==> src/rtl/hv_timing_gen.sv <==
// ---------------------------------------------------------------------------
// hv_timing_gen
//   Raster timing source: pixel/line counters, sync pulses, the display
//   window, line/frame strobes and a completed-frame counter. Every output is
//   a register loaded from the decode of the *next* counter values. That way
//   all outputs describe the same (hpos, vpos) in the same cycle.
//
//   Ports
//     clk          in   system clock
//     reset        in   synchronous, active-high reset (wins over ce)
//     ce           in   pixel clock enable; everything holds while 0
//     hpos[15:0]   out  pixel column, 0..H_TOTAL-1
//     vpos[15:0]   out  line, 0..V_TOTAL-1
//     hsync        out  horizontal sync, level HSYNC_ACTIVE during pulse
//     vsync        out  vertical sync, level VSYNC_ACTIVE during pulse
//     display_on   out  hpos < H_DISPLAY and vpos < V_DISPLAY
//     line_start   out  high while hpos == 0 (not for the reset-forced 0,0)
//     frame_start  out  high while (hpos,vpos) == (0,0) (not after reset)
//     frame_count  out  completed frames, wraps 255 -> 0
// ---------------------------------------------------------------------------
module hv_timing_gen #(
  parameter int H_DISPLAY    = 256,
  parameter int H_FRONT      = 7,
  parameter int H_SYNC       = 23,
  parameter int H_BACK       = 23,
  parameter int V_DISPLAY    = 240,
  parameter int V_BOTTOM     = 14,
  parameter int V_SYNC       = 3,
  parameter int V_TOP        = 5,
  parameter bit HSYNC_ACTIVE = 1'b1,
  parameter bit VSYNC_ACTIVE = 1'b1
) (
  input  logic        clk,
  input  logic        reset,
  input  logic        ce,
  output logic [15:0] hpos,
  output logic [15:0] vpos,
  output logic        hsync,
  output logic        vsync,
  output logic        display_on,
  output logic        line_start,
  output logic        frame_start,
  output logic [7:0]  frame_count
);

  localparam int H_TOTAL = H_DISPLAY + H_FRONT + H_SYNC + H_BACK;
  localparam int V_TOTAL = V_DISPLAY + V_BOTTOM + V_SYNC + V_TOP;

  localparam logic [15:0] H_LAST     = 16'(H_TOTAL - 1);
  localparam logic [15:0] V_LAST     = 16'(V_TOTAL - 1);
  localparam logic [15:0] H_VIS      = 16'(H_DISPLAY);
  localparam logic [15:0] V_VIS      = 16'(V_DISPLAY);
  localparam logic [15:0] HS_FIRST   = 16'(H_DISPLAY + H_FRONT);
  localparam logic [15:0] HS_LAST    = 16'(H_DISPLAY + H_FRONT + H_SYNC - 1);
  localparam logic [15:0] VS_FIRST   = 16'(V_DISPLAY + V_BOTTOM);
  localparam logic [15:0] VS_LAST    = 16'(V_DISPLAY + V_BOTTOM + V_SYNC - 1);

  logic [15:0] h_nxt;
  logic [15:0] v_nxt;
  logic        frame_wrap;
  logic        hs_nxt;
  logic        vs_nxt;
  logic        disp_nxt;

  // Next counter values for a ce=1 cycle. ">=" rather than "==" keeps the
  // counters bounded even if they ever held an out-of-range value.
  always_comb begin
    h_nxt      = hpos + 16'd1;
    v_nxt      = vpos;
    frame_wrap = 1'b0;
    if (hpos >= H_LAST) begin
      h_nxt = 16'd0;
      if (vpos >= V_LAST) begin
        v_nxt      = 16'd0;
        frame_wrap = 1'b1;
      end else begin
        v_nxt = vpos + 16'd1;
      end
    end
  end

  // Output decode of the next position; vsync depends only on the line, so
  // it naturally changes only when h_nxt returns to 0.
  always_comb begin
    hs_nxt   = (h_nxt >= HS_FIRST) && (h_nxt <= HS_LAST);
    vs_nxt   = (v_nxt >= VS_FIRST) && (v_nxt <= VS_LAST);
    disp_nxt = (h_nxt < H_VIS) && (v_nxt < V_VIS);
  end

  always_ff @(posedge clk) begin
    if (reset) begin
      hpos        <= 16'd0;
      vpos        <= 16'd0;
      hsync       <= ~HSYNC_ACTIVE;
      vsync       <= ~VSYNC_ACTIVE;
      display_on  <= 1'b1;
      line_start  <= 1'b0;
      frame_start <= 1'b0;
      frame_count <= 8'd0;
    end else if (ce) begin
      hpos        <= h_nxt;
      vpos        <= v_nxt;
      hsync       <= hs_nxt ? HSYNC_ACTIVE : ~HSYNC_ACTIVE;
      vsync       <= vs_nxt ? VSYNC_ACTIVE : ~VSYNC_ACTIVE;
      display_on  <= disp_nxt;
      line_start  <= (h_nxt == 16'd0);
      frame_start <= frame_wrap;
      frame_count <= frame_count + {7'd0, frame_wrap};
    end
  end

endmodule
==> config.mk <==
export PLATFORM = sky130hd
export DESIGN_NAME = hv_timing_gen
export DESIGN_NICKNAME = d
export VERILOG_FILES = /design/src/rtl/hv_timing_gen.sv
export SDC_FILE = /design/constraint.sdc
export NUM_CORES = 1
export LEC_CHECK = 0
export ABC_AREA = 1
export ABC_CLOCK_PERIOD_IN_PS = 3200
export BUFFER_PORTS_ARGS = -buffer_cell sky130_fd_sc_hd__buf_2
export CAP_MARGIN = 20
export CORE_ASPECT_RATIO = 1.2
export CORE_UTILIZATION = 40
export CTS_CLUSTER_DIAMETER = 100
export DETAILED_ROUTE_END_ITERATION = 10
export GPL_TIMING_DRIVEN = 0
export SLEW_MARGIN = 40
export SYNTH_ARGS = -nofsm -noshare
export SYNTH_HDL_FRONTEND = slang
export SYNTH_SLANG_ARGS = --single-unit
export TNS_END_PERCENT = 30
==> constraint.sdc <==
create_clock -name clk -period 3.2 [get_ports clk]
set_clock_uncertainty 0.15 [all_clocks]
set_input_delay 0.16 -clock clk [delete_from_list [all_inputs] [get_ports clk]]
set_output_delay 0.16 -clock clk [all_outputs]
set_load 0.005 [all_outputs]
==> metrics <==
CP max-delay cell=dfxtp_1; R2R Setup Slk=0.62 ns; Routed WL per cell=12.4 um; leading area contributor after synthesis=dfxtp_1; Worst Path Max Fanout=10; Pre-antenna DRT Iters=4; Cell Pwr Density=341 nW/um^2; CP dominant cell by count=nand2_1; DRC violations left=0; CP Launch Type=register; later-pin clock latency in the skew report=0.29 ns; Final Hold Slack=0.0873 ns; Nets=411; unrepaired setup endpoints after global routing=false; TritonCTS buffer count=5; crit path time final=2.58 ns; core area=5710 um^2; initial antenna violation count=0; Fmax=0.387 GHz; global-route wire length before repair=9950 um; syn_nets=356; largest net degree at the start of global routing=14; # IOs=48; GRT Util Overall=0.204; setup bufs post-CTS=0; Cell variety after synth=31; Synth top area share=0.378; Setup WS pre-CTS=0.613 ns; CTS Buffer Depth=2; Clock Pin Slew Worst Setup and Hold Paths=0.08 ns; Total Die Area=6280 um^2; critical path's largest stage delay=0.40 ns; async set-or-reset flop fraction in the synthesized netlist=0; Area growth, synth to finish=17.9%; Lkg Pwr=1.36 nW; total negative slack=0 ns; synthesized area=2380 um^2; DR vias=2370; post_cts resized=0; critical path arrival=2.60 ns; I/O Buffers=47; Rows=30; worst slew pin tran=0.543 ns; vias in the first global route=2101; synth top area cells=dfxtp_1 (38%), nand2_1 (12%), inv_1 (7.2%), nor2_1 (6.6%), nand3_1 (6.3%); Slew HR=0.638; final hold violation count=0; Iteration-0 DRC Markers=127; endpoints failing setup=0; Final GP Congestion=0.844; total wire length=5970 um; DP HPWL=4560 um; ANT cells=0; Die W=72.5 um; YS warnings=0; # fillers=636; CP Class=reg -> reg; total grt overflow=0; Synth Instances=346; clk root buf=clkbuf_8; Hold WC Path Type=in -> reg; period utilization=0.808; H-tree levels=2; multi-input logic area=1230 um^2; Worst setup EP type=register; # Max-Cap Violations=0; final setup margin=0.616 ns; layout cells sized above 1=0.194; fin. max-slew vios=0; sequential-to-total area share from yosys stat=0.378; Vias/cell=4.92; status=finished clean; cells along the critical path=inv_1 -> ha_1 -> nand2_1 -> nand2_1 -> nand3_1 -> nand2_1 -> nand2_1 -> nand2_4 -> inv_1 -> ha_1 -> ha_1 -> nand3_1 -> nor2_1 -> nand2_1 -> nor3b_1 -> nor3_1; Post-Syn Area per Cell=6.89 um^2; top_reg_cell synth=dfxtp_1; final core occ=0.493; worst vdd ir=0.000240 V; number of flops mapped to enable cells by yosys=0; FF/Latch Area=901 um^2; Clock Sink Count=45; flops & latches, synth=45; Die Height=86.6 um; TritonCTS clock tree=done; Final ANT Viol Nets=0; Critical Path RT=3.21 ns; initial core utilization=0.418
==> metrics by stage <==
| step | cells | power (mW) | instance area, um^2 |
|---|---|---|---|
| 4_1_cts | 482 | 0.971 | 2810 |
| 2_1_floorplan | 346 | 0.613 | 2380 |
| 5_1_grt | 482 | 1.02 | 2810 |
| 6_report | 482 | 0.960 | 2810 |
| 3_3_place_gp | 473 | 0.632 | 2720 |
| 3_5_place_dp | 473 | 0.632 | 2720 |
==> sequential cells by signal (all words and copies together) (netlist names) <==
| name | flops |
|---|---|
| frame_start | 1 |
| frame_count | 8 |
| display_on | 1 |
| vsync | 1 |
| hsync | 1 |
| line_start | 1 |
| vpos | 16 |
| hpos | 16 |
==> critical path, delay by kind of cell, from the launching register on <==
family	cells	cell delay (ns)
flops	1	0.40
fa+ha+maj	3	0.57
buf+inv	2	0.20
simple gates	11	1.11
==> timing repair <==
item | CTS | global route
endpoints found under the setup margin | 0 | 0
hold buffers | 1 | 0
endpoints found under the hold margin | 1 | 0
==> power by group <==
group	internal (mW)	total, mW	leakage, nW	switching [mW]
clock	0.152	0.339	0.0450	0.188
combinational	0.0158	0.0502	0.949	0.0343
sequential	0.564	0.570	0.363	0.00566
==> final timing paths <==
path / startpoint / end / cells past startpoint
setup / recovery: vpos[0] / frame_count[6] / 16
hold / removal: ce / frame_count[2] / 4
hold reg to reg: hpos[10] / hpos[10] / 2
setup reg to reg: vpos[0] / frame_count[6] / 16
==> cells in the final DEF, fill, tap and decap left out, types with 5 or more instances in the layout <==
master	Yosys	final
nand2_1	78	78
a21oi_1	11	11
nor3_1	12	12
nand3_1	30	30
o22ai_1	15	15
dfxtp_1	45	45
clkbuf_1	5	6
nand4_1	10	10
o21ai_0	8	8
buf_2	0	47
ha_1	7	7
clkbuf_8	0	5
nor2_1	42	42
inv_1	46	46
==> cells by family (layout without fill, tap and decap cells) <==
family / Yosys count / count (layout) / share of synthesized area
adders and majority gates: 7 / 7 / 0.0367
buffers and inverters: 61 / 117 / 0.108
xor gates and xnor gates: 2 / 2 / 0.00735
AOI/OAI and AO/OA: 45 / 45 / 0.115
DFF: 45 / 45 / 0.378
and+or+nand+nor: 186 / 186 / 0.355
==> routing by layer <==
| metal | up-vias | part of all wire | global-route usage |
|---|---|---|---|
| met5 | - | 0 | 0 |
| met4 | 0 | 0.015 | 0.0606 |
| met3 | 9 | 0.042 | 0.0372 |
| met2 | 65 | 0.47 | 0.325 |
| met1 | 1059 | 0.47 | 0.280 |
| li1 | 1237 | - | - |
==> Yosys cell counts (2+ instances only) <==
library cell / count
clkbuf_1: 5
inv_2: 3
nand4_1: 10
o21ai_2: 4
o21ai_0: 8
nand3_1: 30
a211oi_1: 4
nor2_1: 42
nor2_4: 2
clkinv_1: 2
nand2_1: 78
nand2_2: 4
nand2_4: 2
a21oi_1: 11
dfxtp_1: 45
buf_6: 2
nor3_1: 12
nor2_2: 4
ha_1: 7
inv_1: 46
o22ai_1: 15
==> area by class of cell <==
class | count | share of cell area
Buffer | 9 | 0.0214
Clock buffer | 6 | 0.0258
Tap cell | 80 | 0.0356
Clock inverter | 2 | 0.00356
Sequential cell | 45 | 0.320
Timing Repair Buffer | 48 | 0.0872
Multi-Input combinational cell | 240 | 0.436
Inverter | 52 | 0.0703
No activity file was read; power rests on OpenSTA's default activity.
